File: src/rtl/access_pkg.sv
`default_nettype none
// ============================================================================
//  Module      : access_pkg
//  Description : Shared types and constants for the parking access keypad path.
//  Revision    : 1.0
// ============================================================================
package access_pkg;

    localparam int CODE_W = 8;

    // One-hot state encodings. The access controller imports these as well.
    localparam logic [3:0] ESPERA      = 4'b0001;
    localparam logic [3:0] UN_DIGITO   = 4'b0010;
    localparam logic [3:0] DOS_DIGITOS = 4'b0100;
    localparam logic [3:0] ENTREGA     = 4'b1000;

    typedef enum logic [3:0] {
        S_ESPERA      = ESPERA,
        S_UN_DIGITO   = UN_DIGITO,
        S_DOS_DIGITOS = DOS_DIGITOS,
        S_ENTREGA     = ENTREGA
    } estado_t;

    localparam logic [3:0] TECLA_BORRAR = 4'hA;
    localparam logic [3:0] TECLA_ENTER  = 4'hB;

    function automatic logic es_digito(input logic [3:0] t);
        return (t <= 4'd9);
    endfunction

endpackage
`default_nettype wire

File: src/rtl/teclado_clave_captura_if.sv
`default_nettype none
// ============================================================================
//  Module      : teclado_clave_captura_if
//  Description : Keypad strobe and downstream code handshake bundle.
//  Revision    : 1.0
// ============================================================================
interface teclado_clave_captura_if;
    import access_pkg::*;

    logic                sensor_llegada_vehiculo;
    logic                tecla_valida;
    logic [3:0]          tecla;
    logic                clave_aceptada;
    logic [CODE_W-1:0]   clave_ingresada;
    logic                clave_valida;
    logic [1:0]          digitos_cnt;
    logic                error_tiempo;

    // The capture block sits on the slave side.
    modport slave (
        input  sensor_llegada_vehiculo, tecla_valida, tecla, clave_aceptada,
        output clave_ingresada, clave_valida, digitos_cnt, error_tiempo
    );

    modport master (
        output sensor_llegada_vehiculo, tecla_valida, tecla, clave_aceptada,
        input  clave_ingresada, clave_valida, digitos_cnt, error_tiempo
    );
endinterface
`default_nettype wire

File: src/rtl/teclado_clave_captura_contador_timeout.sv
`default_nettype none
// ============================================================================
//  Module      : contador_timeout
//  Description : Inter-key idle counter; flags the last idle cycle allowed.
//  Revision    : 1.0
// ============================================================================
module contador_timeout #(
    parameter int TIMEOUT_CYCLES = 1000
) (
    input  wire logic clock,
    input  wire logic reset,
    input  wire logic clear,
    input  wire logic enable,
    output logic      expira
);
    localparam int CW = $clog2(TIMEOUT_CYCLES + 1);

    logic [CW-1:0] cuenta_q;

    always_ff @(posedge clock) begin
        if (reset || clear) begin
            cuenta_q <= '0;
        end else if (enable) begin
            cuenta_q <= cuenta_q + CW'(1);
        end
    end

    assign expira = (cuenta_q == CW'(TIMEOUT_CYCLES - 1));

endmodule
`default_nettype wire

File: src/rtl/teclado_clave_captura.sv
`default_nettype none
// ============================================================================
//  Module      : teclado_clave_captura
//  Description : Two-digit BCD keypad capture with valid/accept hand-off.
//  Revision    : 1.0
// ============================================================================
module teclado_clave_captura
    import access_pkg::*;
#(
    parameter int TIMEOUT_CYCLES = 1000
) (
    input  wire logic                clock,
    input  wire logic                reset,
    teclado_clave_captura_if.slave   bus
);
    estado_t           estado_q, estado_d;
    logic [CODE_W-1:0] clave_q, clave_d;
    logic [1:0]        cnt_q, cnt_d;
    logic              error_q, error_d;
    logic              expira;
    logic              tecla_act;
    logic              en_entrada;

    assign tecla_act  = bus.tecla_valida;
    assign en_entrada = (estado_q == S_UN_DIGITO) || (estado_q == S_DOS_DIGITOS);

    // Any strobe counts as activity; the counter only runs while digits are held.
    contador_timeout #(
        .TIMEOUT_CYCLES (TIMEOUT_CYCLES)
    ) u_contador_timeout (
        .clock  (clock),
        .reset  (reset),
        .clear  (!en_entrada || tecla_act || !bus.sensor_llegada_vehiculo),
        .enable (en_entrada && !tecla_act),
        .expira (expira)
    );

    always_ff @(posedge clock) begin
        if (reset) begin
            estado_q <= S_ESPERA;
            clave_q  <= '0;
            cnt_q    <= 2'd0;
            error_q  <= 1'b0;
        end else begin
            estado_q <= estado_d;
            clave_q  <= clave_d;
            cnt_q    <= cnt_d;
            error_q  <= error_d;
        end
    end

    always_comb begin
        estado_d = estado_q;
        clave_d  = clave_q;
        cnt_d    = cnt_q;
        error_d  = 1'b0;

        if (!bus.sensor_llegada_vehiculo) begin
            estado_d = S_ESPERA;
            clave_d  = '0;
            cnt_d    = 2'd0;
        end else begin
            unique case (estado_q)
                S_ESPERA: begin
                    if (tecla_act && es_digito(bus.tecla)) begin
                        clave_d[7:4] = bus.tecla;
                        cnt_d        = 2'd1;
                        estado_d     = S_UN_DIGITO;
                    end
                end
                S_UN_DIGITO, S_DOS_DIGITOS: begin
                    if (tecla_act && bus.tecla == TECLA_BORRAR) begin
                        estado_d = S_ESPERA;
                        clave_d  = '0;
                        cnt_d    = 2'd0;
                    end else if (expira && !tecla_act) begin
                        estado_d = S_ESPERA;
                        clave_d  = '0;
                        cnt_d    = 2'd0;
                        error_d  = 1'b1;
                    end else if (tecla_act && estado_q == S_UN_DIGITO
                                 && es_digito(bus.tecla)) begin
                        clave_d[3:0] = bus.tecla;
                        cnt_d        = 2'd2;
                        estado_d     = S_DOS_DIGITOS;
                    end else if (tecla_act && estado_q == S_DOS_DIGITOS
                                 && bus.tecla == TECLA_ENTER) begin
                        estado_d = S_ENTREGA;
                    end
                end
                S_ENTREGA: begin
                    if (bus.clave_aceptada) begin
                        estado_d = S_ESPERA;
                        clave_d  = '0;
                        cnt_d    = 2'd0;
                    end
                end
                default: begin
                    estado_d = S_ESPERA;
                    clave_d  = '0;
                    cnt_d    = 2'd0;
                end
            endcase
        end
    end

    assign bus.clave_ingresada = clave_q;
    assign bus.digitos_cnt     = cnt_q;
    assign bus.clave_valida    = (estado_q == S_ENTREGA);
    assign bus.error_tiempo    = error_q;

endmodule
`default_nettype wire

File: src/flat_wrapper.sv
// flat-port wrapper written by rule: the top's interface ports become plain ports
module teclado_clave_captura_flat import access_pkg::*;
#(
    parameter int TIMEOUT_CYCLES = 1000
)
  (clock, reset, bus_sensor_llegada_vehiculo, bus_tecla_valida, bus_tecla, bus_clave_aceptada, bus_clave_ingresada, bus_clave_valida, bus_digitos_cnt, bus_error_tiempo);
  teclado_clave_captura_if bus_i ();
  input  wire logic clock;
  input  wire logic reset;
  input wire logic [$bits(bus_i.sensor_llegada_vehiculo)-1:0] bus_sensor_llegada_vehiculo;
  input wire logic [$bits(bus_i.tecla_valida)-1:0] bus_tecla_valida;
  input wire logic [$bits(bus_i.tecla)-1:0] bus_tecla;
  input wire logic [$bits(bus_i.clave_aceptada)-1:0] bus_clave_aceptada;
  output wire logic [$bits(bus_i.clave_ingresada)-1:0] bus_clave_ingresada;
  output wire logic [$bits(bus_i.clave_valida)-1:0] bus_clave_valida;
  output wire logic [$bits(bus_i.digitos_cnt)-1:0] bus_digitos_cnt;
  output wire logic [$bits(bus_i.error_tiempo)-1:0] bus_error_tiempo;
  assign bus_i.sensor_llegada_vehiculo = bus_sensor_llegada_vehiculo;
  assign bus_i.tecla_valida = bus_tecla_valida;
  assign bus_i.tecla = bus_tecla;
  assign bus_i.clave_aceptada = bus_clave_aceptada;
  assign bus_clave_ingresada = bus_i.clave_ingresada;
  assign bus_clave_valida = bus_i.clave_valida;
  assign bus_digitos_cnt = bus_i.digitos_cnt;
  assign bus_error_tiempo = bus_i.error_tiempo;
  teclado_clave_captura #(.TIMEOUT_CYCLES(TIMEOUT_CYCLES)) u_core (.clock(clock), .reset(reset), .bus(bus_i));
endmodule
File: config.mk
export PLATFORM = sky130hd
export DESIGN_NAME = teclado_clave_captura_flat
export DESIGN_NICKNAME = d
export VERILOG_FILES = /design/src/rtl/access_pkg.sv /design/src/rtl/teclado_clave_captura_if.sv /design/src/rtl/teclado_clave_captura_contador_timeout.sv /design/src/rtl/teclado_clave_captura.sv /design/src/flat_wrapper.sv
export SDC_FILE = /design/constraint.sdc
export NUM_CORES = 1
export LEC_CHECK = 0
export ABC_AREA = 1
export CORE_ASPECT_RATIO = 1.4
export CORE_MARGIN = 1.5
export CORE_UTILIZATION = 45
export DETAILED_ROUTE_END_ITERATION = 6
export GPL_TIMING_DRIVEN = 0
export HOLD_SLACK_MARGIN = 0.08
export PLACE_DENSITY_LB_ADDON = 0.08
export SETUP_SLACK_MARGIN = 0.5
export SLEW_MARGIN = 20
export SYNTH_ARGS = -nofsm -noshare
export SYNTH_HDL_FRONTEND = slang
export SYNTH_HIERARCHICAL = 1
export SYNTH_SLANG_ARGS = --single-unit
File: constraint.sdc
create_clock -name clock -period 1.8 [get_ports clock]
set_clock_uncertainty 0.1 [all_clocks]
set_input_delay 0.27 -clock clock [delete_from_list [all_inputs] [get_ports clock]]
set_output_delay 0.27 -clock clock [all_outputs]
set_load 0.005 [all_outputs]
==> impl_metrics.tcl <==
set metrics [dict create \
    start_kind "flip-flop" \
    start_util 0.466 \
    routedWlPerCell_um 13.5 \
    crit_arrival_ns 1.68 \
    die_area_mm2 0.00329 \
    min_path_type "primary input to flip-flop" \
    synth_top_cell_area_share 0.377 \
    postCtsHoldBufs 0 \
    cp_max_fo 7 \
    status "complete, no violations" \
    synthMuxAreaShare 0 \
    fp.dieH_um 67.2 \
    min_from "bus_tecla[0]" \
    slowest_delay_ns 0.36 \
    cts_tree "done" \
    drcViolationCount 0 \
    vias 1437 \
    grt_max_degree 14 \
    first_iter_violations 26 \
    cts.clk_slew.worst_paths_ns 0.09 \
    r2r_slack_ns 0.17 \
    cts-buffers-inserted 3 \
    synth_flop_cell "dfxtp_1" \
    die_w_um 48.9 \
    vdd_drop_max_mv 0.442 \
    gr-total-overflow 0 \
    rows 23 \
    grt_use_total 0.234 \
    clock-root-buffer "clkbuf_8" \
    ctsHtreeMaxLevel 1 \
    core-area_mm2 0.00285 \
    antenna_left 0 \
    synthTopCellsByCount "nand2_1, nor2_1, dfxtp_1, inv_1, nand3_1" \
    syn_nets 206 \
    grt_pass1_vias 1447 \
    tightest_slew_ns 0.366 \
    whs_path_depth 3 \
    p_per_area_mw_per_mm2 581 \
    synth_top_area_cell "dfxtp_1" \
    synthesis.yosys.warnings 6 \
    period_needed_ns 1.63 \
    slowest_stage "dfxtp_4" \
    r2r_end "u_core/estado_q[0]" \
    viasPerCell 5.13 \
    final.fill_count 235 \
    place_hpwl_um 2450 \
    yosys.area_share.simple 0.444 \
    synth_compound_area_frac 0.0943 \
    crit_chain "ha_4, nand3_2, nor3_2, inv_1, nor2_2, nor2_4, nand3_4, nand2_4, nand2_4, nand2_2, nand3_2" \
    max-slew-margin-rel 0.756 \
    wl_um 3770 \
    drv_slew 0 \
    grt_first_pass_wirelength_um 5990 \
    grt_antenna_before_repair 0 \
    worstReg2RegStart "u_core/u_contador_timeout/cuenta_q[0]" \
    design_area_mm2 0.00206 \
    drive_above_1_share 0.449 \
    post-place-cells 253 \
    seq_area_frac_synth 0.377 \
    clock_latency_ns 0.26 \
    ys_top_cells_by_area "dfxtp_1, nand2_1, nor2_1" \
    synth_fa_ha_area_frac 0.00943 \
    power.total_w 0.00120 \
    place_area_mm2 0.00164 \
    gp_congestion 0.841 \
    holdWs_ns 0.257 \
    io_buffers 20 \
    synth_most_common_cell "nand2_1" \
    final_util 0.722 \
    fmax_ghz 0.614 \
    io_pins 21 \
    rsz0062_at_grt "yes" \
    synth_area_mm2 0.00133 \
    clock-sinks 25 \
    nets 254 \
    cp.required_ns 1.85 \
    firstDrtPassIters 4 \
    r2r_cells 11 \
    ys_types 20 \
    criticalPathCategory "flip-flop to flip-flop" \
    clk_path_buf_depth 2 \
    hold_viol 0 \
    area_delta_synth_final_pct 55.1 \
    async_flop_share 0 \
    min_period_over_period 0.905 \
    synth_edf_count 0 \
    cap_violations 0 \
    avgSynthCellArea_um2 6.77 \
    leakage_nw 0.859 \
    postSynthCellCount 196 \
    synth_top_family_by_area "simple AND/OR/NAND/NOR gates" \
    synth-xor-area-share 0 \
    end_kind "flip-flop" \
    diodes 0 \
    finalSetupViolCount 0 \
    ys_ff_latch 25 \
    instances_no_fill 280 \
    hold_end "u_core/bus.clave_ingresada[4]" \
]
routing by layer:
| metal | track usage | vias up | wire length [µm] |
|---|---|---|---|
| met3 | 0.0288 | 6 | 61 |
| met5 | 0 | - | 0 |
| met2 | 0.515 | 15 | 2300 |
| li1 | - | 727 | - |
| met4 | 0.0893 | 0 | 40 |
| met1 | 0.210 | 689 | 1380 |
power by group:
group	total, W	switching, W	internal [W]
combinational	0.000276	0.000162	0.000114
clock	0.000332	0.000174	0.000158
sequential	0.000587	0.0000156	0.000572
total	0.00120	0.000352	0.000844
layout make-up:
| cell class | count | area, µm² | area share |
|---|---|---|---|
| repair buffers | 43 | 385 | 0.187 |
| clock buffers | 4 | 45.0 | 0.0219 |
| flip-flops and latches | 25 | 529 | 0.257 |
| plain buffers | 1 | 5.00 | 0.00243 |
| inverters | 25 | 98.8 | 0.0481 |
| multi-input cells | 145 | 947 | 0.460 |
| well taps | 37 | 46.3 | 0.0225 |
how the worst max path moves through the flow:
stage | from | end | slack [ns] | cells past startpoint
floorplan | u_core/estado_q[2] | u_core/u_contador_timeout/cuenta_q[4] | 0.25 | 9
finish | u_core/u_contador_timeout/cuenta_q[0] | u_core/estado_q[0] | 0.17 | 11
CTS | u_core/u_contador_timeout/cuenta_q[0] | u_core/estado_q[2] | 0.16 | 11
global route | u_core/u_contador_timeout/cuenta_q[0] | u_core/estado_q[0] | 0.08 | 11
detailed placement | bus_tecla_valida | u_core/estado_q[2] | -0.18 | 9
global placement | bus_tecla_valida | u_core/estado_q[2] | -0.16 | 9
layout by cell type, fill, tap and decap left out, types with 4 or more instances in the layout:
cell type	instances
dfxtp_1	10
nand3_2	8
buf_4	18
nand2_1	25
inv_1	18
nand4_1	4
dfxtp_4	4
nand3_1	13
nor2_1	23
a21oi_1	15
inv_2	5
dfxtp_2	11
nor2_4	10
buf_6	4
clkdlybuf4s50_1	5
dlygate4sd2_1	12
o21ai_2	5
nor2_2	8
nand2_2	9
nand2_4	11
cells by family (layout without fill, tap and decap cells):
family,count (synthesis),count (layout)
AND/OR/NAND/NOR,119,119
flip-flops,25,25
AO/OA/AOI/OAI,25,25
buffers and inverters,26,73
adder cells (fa/ha/maj),1,1
state kept, by name, indices dropped and copies added (netlist names):
| name | flops |
|---|---|
| u_core/bus.clave_ingresada | 8 |
| u_core/bus.digitos_cnt | 2 |
| u_core/bus.error_tiempo | 1 |
| u_core/estado_q | 4 |
| u_core/u_contador_timeout/cuenta_q | 10 |
per-stage QoR:
step	TNS [ns]	setup slack (ns)
final	0	0.171
after CTS	0	0.165
after detailed placement	-1.79	-0.180
after floorplan	0	0.254
after global routing	0	0.0840
after global placement	-1.38	-0.159
critical path, delay by kind of cell (launching register included):
kind	cells	cell delay [ns]
and+or+nand+nor	9	0.82
DFF	1	0.36
adders and majority gates	1	0.16
buffers and inverters	1	0.08
timing repair:
action | CTS | global route
endpoints found under the hold margin | 0 | 0
gates cloned | 0 | 0
pin swaps | 13 | 22
gates resized for setup | 46 | 40
endpoints found under the setup margin | 35 | 25
buffers inserted | 16 | 7
No activity file was read; power rests on OpenSTA's default activity.
